===== config.mk =====
export PLATFORM = sky130hd
export DESIGN_NAME = ssd_scan_driver
export DESIGN_NICKNAME = d
export VERILOG_FILES = /design/src/rtl/ssd_scan_driver.sv
export SDC_FILE = /design/constraint.sdc
export NUM_CORES = 1
export LEC_CHECK = 0
export CORE_MARGIN = 2
export CORE_UTILIZATION = 62
export DETAILED_ROUTE_END_ITERATION = 7
export DONT_BUFFER_PORTS = 1
export PLACE_DENSITY = 0.77
export SLEW_MARGIN = 5
export SYNTH_ARGS = -nofsm -noshare
export SYNTH_HDL_FRONTEND = slang
export SYNTH_SLANG_ARGS = --single-unit

===== constraint.sdc =====
create_clock -name CLK -period 6 [get_ports CLK]
set_input_delay 0.6 -clock CLK [delete_from_list [all_inputs] [get_ports CLK]]
set_output_delay 0.6 -clock CLK [all_outputs]
set_load 0.005 [all_outputs]

===== src/rtl/ssd_scan_driver.sv =====
// ssd_scan_driver
//   Drives a common-anode, multiplexed 7-segment display from packed BCD.
//   Features: anode scanning, segment decode, blank code, leading-zero
//   suppression, a blanking gap at the start of each slot to stop ghosting,
//   and frame-synchronous updates so that one frame never shows two values.
//
// Ports
//   CLK          system clock
//   RSTn         asynchronous active-low reset
//   display      display enable; 0 turns the display off and holds the scan
//   bcd_in       packed BCD, nibble k = digit k (digit 0 is rightmost)
//   load         one-cycle strobe that captures bcd_in
//   dp_mask      decimal point per digit, 1 = lit
//   an           anode enables, active-low
//   seg          cathodes {g,f,e,d,c,b,a}, active-low
//   dp           decimal point cathode, active-low
//   frame_start  one-cycle pulse when the digit 0 slot begins
module ssd_scan_driver #(
  parameter int DIGITS       = 4,
  parameter int REFRESH_DIV  = 100000,
  parameter int BLANK_CYCLES = 1000,
  parameter int LZ_SUPPRESS  = 1
) (
  input  logic                  CLK,
  input  logic                  RSTn,
  input  logic                  display,
  input  logic [4*DIGITS-1:0]   bcd_in,
  input  logic                  load,
  input  logic [DIGITS-1:0]     dp_mask,
  output logic [DIGITS-1:0]     an,
  output logic [6:0]            seg,
  output logic                  dp,
  output logic                  frame_start
);

  localparam int PW = $clog2(REFRESH_DIV);
  localparam int IW = (DIGITS > 1) ? $clog2(DIGITS) : 1;
  localparam logic [PW-1:0] PRE_LAST  = PW'(REFRESH_DIV - 1);
  localparam logic [PW-1:0] BLANK_END = PW'(BLANK_CYCLES);
  localparam logic [IW-1:0] IDX_LAST  = IW'(DIGITS - 1);

  logic [PW-1:0]       presc_q, presc_d;
  logic [IW-1:0]       idx_q, idx_d;
  logic [4*DIGITS-1:0] pending_q, pending_d;
  logic [4*DIGITS-1:0] shown_q, shown_d;
  logic [DIGITS-1:0]   an_q, an_d;
  logic [6:0]          seg_q, seg_d;
  logic                dp_q, dp_d;
  logic                fs_q, fs_d;

  logic [3:0]          nib [DIGITS];
  logic [DIGITS-1:0]   lz_blank;

  function automatic logic [6:0] dec7(input logic [3:0] n);
    case (n)
      4'h0:    dec7 = 7'h40;
      4'h1:    dec7 = 7'h79;
      4'h2:    dec7 = 7'h24;
      4'h3:    dec7 = 7'h30;
      4'h4:    dec7 = 7'h19;
      4'h5:    dec7 = 7'h12;
      4'h6:    dec7 = 7'h02;
      4'h7:    dec7 = 7'h78;
      4'h8:    dec7 = 7'h00;
      4'h9:    dec7 = 7'h10;
      4'hA:    dec7 = 7'h3F;
      default: dec7 = 7'h7F;
    endcase
  endfunction

  // Scan state and the pending/shown double buffer. shown only moves at the
  // frame boundary (or continuously while the display is off), and a load in
  // the boundary cycle bypasses pending straight into shown.
  always_comb begin
    pending_d = load ? bcd_in : pending_q;
    presc_d   = presc_q;
    idx_d     = idx_q;
    shown_d   = shown_q;
    if (!display) begin
      presc_d = '0;
      idx_d   = '0;
      shown_d = pending_d;
    end else if (presc_q == PRE_LAST) begin
      presc_d = '0;
      if (idx_q == IDX_LAST) begin
        idx_d   = '0;
        shown_d = pending_d;
      end else begin
        idx_d = idx_q + 1'b1;
      end
    end else begin
      presc_d = presc_q + 1'b1;
    end
  end

  // Leading-zero scan from the most significant digit down. Blank-code
  // nibbles keep the leading run going; any digit 1-9 or the dash ends it.
  always_comb begin : lz_scan
    logic lead;
    lead     = 1'b1;
    lz_blank = '0;
    nib      = '{default: '0};
    for (int unsigned k = DIGITS; k > 0; k--) begin
      nib[k-1]      = shown_q[4*(k-1) +: 4];
      lz_blank[k-1] = (LZ_SUPPRESS != 0) && lead && (k != 1) && (nib[k-1] == 4'h0);
      if ((nib[k-1] >= 4'h1) && (nib[k-1] <= 4'hA)) lead = 1'b0;
    end
  end

  always_comb begin
    an_d  = '1;
    seg_d = 7'h7F;
    dp_d  = 1'b1;
    fs_d  = 1'b0;
    if (display) begin
      fs_d = (presc_q == '0) && (idx_q == '0);
      if (presc_q >= BLANK_END) begin
        an_d[idx_q] = 1'b0;
        seg_d       = lz_blank[idx_q] ? 7'h7F : dec7(nib[idx_q]);
        dp_d        = ~dp_mask[idx_q];
      end
    end
  end

  always_ff @(posedge CLK or negedge RSTn) begin
    if (!RSTn) begin
      presc_q   <= '0;
      idx_q     <= '0;
      pending_q <= '1;
      shown_q   <= '1;
      an_q      <= '1;
      seg_q     <= 7'h7F;
      dp_q      <= 1'b1;
      fs_q      <= 1'b0;
    end else begin
      presc_q   <= presc_d;
      idx_q     <= idx_d;
      pending_q <= pending_d;
      shown_q   <= shown_d;
      an_q      <= an_d;
      seg_q     <= seg_d;
      dp_q      <= dp_d;
      fs_q      <= fs_d;
    end
  end

  assign an          = an_q;
  assign seg         = seg_q;
  assign dp          = dp_q;
  assign frame_start = fs_q;

endmodule


==> impl_summary.md <==
Timing
The setup TNS is 0 ps. The minimum period implied by the final worst setup slack is 2657 ps. Setup repair after global routing left no endpoint under its margin. The number of setup violations in the final report is 0. The number of slew-limit violations in the final report is 0. The number of hold violations in the final report came to 0. The setup clock skew after layout is between 8 and 9 ps. The ratio of final minimum period to clock period is 0.4429. The worst-case setup margin in the final layout is between 3000 and 4000 ps. The transition at the pin with the smallest max-transition slack is 1231 ps. The worst slew margin relative to its limit is 0.1738.

The highest clock rate is 376.3 MHz.

Setup path
The kind of start point of the critical path is a flip-flop. STA puts the critical path data arrival time at between 2000 and 3000 ps. The worst setup path is of the reg -> reg kind. In this design, the stage delay of the slowest critical-path cell is 970 ps. Along the worst path, the maximum fanout reaches 17. The sort of element at the end of the critical path is a flip-flop. The critical path goes through or4_1, or3_1, o21ai_1, nor2_1. The minimum setup slack among reg-to-reg paths is 3340 ps.

The worst-path cell with the longest stage delay is o21ai_1. The data required time at the worst endpoint is 6180 ps.

Global route
The via count of the first global-routing pass is 1806. The number of antenna violations at the first check in global routing is 0. The total global-route track usage is 0.2126. The residual overflow from global routing is 0. Entering global routing, the biggest net connects 46 pins. The wire length of the first global-routing pass is 8659 um.

Layout
The proportion of layout cells with a drive suffix above 1 is 0.3797. The area growth from synthesis to final layout is 8.199%. The antenna diode instance count is 0.

The final net count is 296. The final design instance area without fill is 3435 um2.

Job
The max-cap check violation count is 0.

Pwr
The power spent charging and discharging nets is 242.0 uW. IR analysis of the VDD net gives a maximum drop of around 230 uV. Of the total power, the share spent switching nets is 0.2340. The power share of the clock group is 0.403. The combinational power share is 0.107.

Summed over all cells, the static leakage comes to about 1.4 nW. The power per cell area is 301.1 nW/um2. The cell-internal power is 792.0 uW. The sequential cell fraction of total power is 0.489.

Clocking
The clock drives 64 sinks. The depth of the CTS H-tree is 3. The cell at the root of the clock tree is clkbuf_8.

Clock latency on the worst-skew pair, taken at its later pin, is 340 ps. The clock slew seen by the registers of the worst setup and hold paths is 70 ps. TritonCTS built the clock tree. The maximum clock insertion buffer count is 2. The number of clock buffers inserted by TritonCTS is 9.

Die
The site row count is 26. The placeable core region is 5010 um2. The die width is approximately 76 um. The initial standard-cell utilization of the core is 0.6336. During I/O placement, the number of pins put on the boundary was 37. The floorplan die area is 5708 um2. The die span in y is between 70 and 80 um.

Route
The final routed wire length divided by cell count is 16.44 um. The via total after detailed routing is ~1900. Before antenna repair, the detailed router went through 4 iterations.

The ratio of routed vias to standard cells is 5.765. The number of DRC markers after the initial detailed-route iteration is 124. In the routed design, unresolved DRC markers number 0. For this block, the routed nets add up to 5524 um of wire.

The count of nets left with antenna violations after detail routing is 0.

Place
Summing all placed instances gives a cell area of about 3200 um2. The number of buffers inserted by port buffering is 0. OpenSTA, run right after detailed placement, puts the worst setup slack at 3362 ps.

At the end of routability-driven placement, the weighted congestion stood at 0.7573. The post-detailed-placement half-perimeter wirelength is 3704 um.

Min path
The class of the tightest hold or removal check is in -> async.

Yosys
The synthesized netlist net count is between 200 and 300. Ranked by instance count, the synthesized netlist is headed by 44 x dfstp_2, 23 x mux2_2, 20 x dfrtp_1. The most frequent cell after synthesis is dfstp_2. Synthesis inferred 64 register bits. The biggest area contributor in the post-synthesis netlist is dfstp_2. The post-synth design cell area is ~3200 um2. In the post-synthesis netlist, the biggest area contributors are dfstp_2 36%, dfrtp_1 16%, mux2_2 8.2%, mux2_4 4.7%, ha_1 4.3%. In the synthesized netlist the dominant register cell turns out to be dfstp_2. Yosys mapped the design onto 39 distinct sky130hd cell types. The warning count from the yosys run is 0.

A synthesized cell averages 12.16 um2. After technology mapping, the gate count stands at ~260. For this run, the register share of the synthesized area comes to 0.5219. In this run, synthesis inferred 0 flip-flops with an integrated enable. For this run, asynchronously set or reset flops after synthesis account for 1.000. The top-area cell type share of the netlist area is 0.3642.

Run status
The run finished with clean final reports.
==> cell usage in the layout, fill, tap and decap left out, types with 2 or more instances in the layout <==
master,n
or3_1,9
xnor2_1,4
clkbuf_8,10
mux2_2,23
xor2_1,9
or4_1,5
and4_1,2
nor4_1,4
nand2_1,13
o21ai_0,7
nand3_1,16
nor3_1,2
bufinv_16,2
dfrtp_1,20
a21o_1,2
clkinv_4,2
a22o_1,2
nor2_1,13
mux4_2,6
ha_1,11
nand4_1,3
o21a_1,2
a21oi_1,14
inv_1,15
mux2_4,10
dfstp_2,44
mux2i_1,3
==> critical path, delay by kind of cell (launching register included) <==
kind	cells	cell delay, ps
and+or+nand+nor	3	1120
DFF	1	400
AOI/OAI and AO/OA	1	970
==> metrics by stage <==
| stage | utilization | hold slack (ps) | instances | total power, mW |
|---|---|---|---|---|
| 2_1_floorplan | - | 304.4 | 261 | 0.6008 |
| 3_3_place_gp | 0.6379 | 306.5 | 319 | 0.6158 |
| 3_5_place_dp | 0.6379 | 306.8 | 319 | 0.6202 |
| 4_1_cts | 0.6856 | 80.52 | 336 | 1.044 |
| 5_1_grt | 0.6856 | 68.42 | 336 | 1.080 |
| 6_report | 0.6856 | 93.88 | 336 | 1.034 |
==> power groups by stage <==
stage               logic [mW]  registers [mW]  clock network, mW
floorplan               0.0974           0.503                  0
global placement         0.105           0.511                  0
detailed placement       0.108           0.513                  0
CTS                      0.112           0.505              0.427
global route             0.122           0.510              0.448
finish                   0.111           0.506              0.417
==> repair_timing <==
item                                   in CTS  in global routing
endpoints found under the hold margin      20                  0
setup buffers                               0                  0
hold buffers                                1                  0
gates resized for setup                     0                  0
==> path summary, 6_finish.rpt <==
check                            start     endpoint  depth (start not counted)
setup / recovery           presc_q[14]   presc_q[9]                          4
hold / removal                    RSTn       seg[5]                          0
setup reg to reg           presc_q[14]   presc_q[9]                          4
hold reg to reg             presc_q[0]   presc_q[0]                          1
max in group asynchronous         RSTn  presc_q[10]                          1
min in group CLK               display     idx_q[0]                          2
==> routing by layer <==
metal | up-vias | global-route usage | routed length [um]
li1 | 927 | - | -
met1 | 934 | 0.2886 | 2500
met2 | 68 | 0.3101 | 2598
met3 | 8 | 0.07011 | 342
met4 | 0 | 0.09942 | 82
met5 | - | 0 | 0
==> state kept, by name, summed over array words and instances, names as in the netlist <==
name         flops
shown_q         16
pending_q       16
dp               1
idx_q            2
frame_start      1
an               4
presc_q         17
seg              7
==> cell families after synthesis <==
| group | after synthesis | synth area share |
|---|---|---|
| adder cells (fa/ha/maj) | 11 | 0.04336 |
| XOR/XNOR | 13 | 0.03587 |
| AND/OR/NAND/NOR | 72 | 0.1190 |
| multiplexers | 42 | 0.1809 |
| AO/OA/AOI/OAI | 32 | 0.06031 |
| buffers and inverters | 27 | 0.03862 |
| flip-flops | 64 | 0.5219 |
==> layout make-up <==
| cell class | instances | area (um2) |
|---|---|---|
| repair buffers | 1 | 10.01 |
| multi-input cells | 170 | 1395 |
| flip-flops and latches | 64 | 1657 |
| inverters | 15 | 56.30 |
| clock inverters | 6 | 91.34 |
| clock buffers | 10 | 137.6 |
| well taps | 70 | 87.58 |
| fillers | 371 | 1575 |
Note: power is estimated with default switching activity, not from simulation.
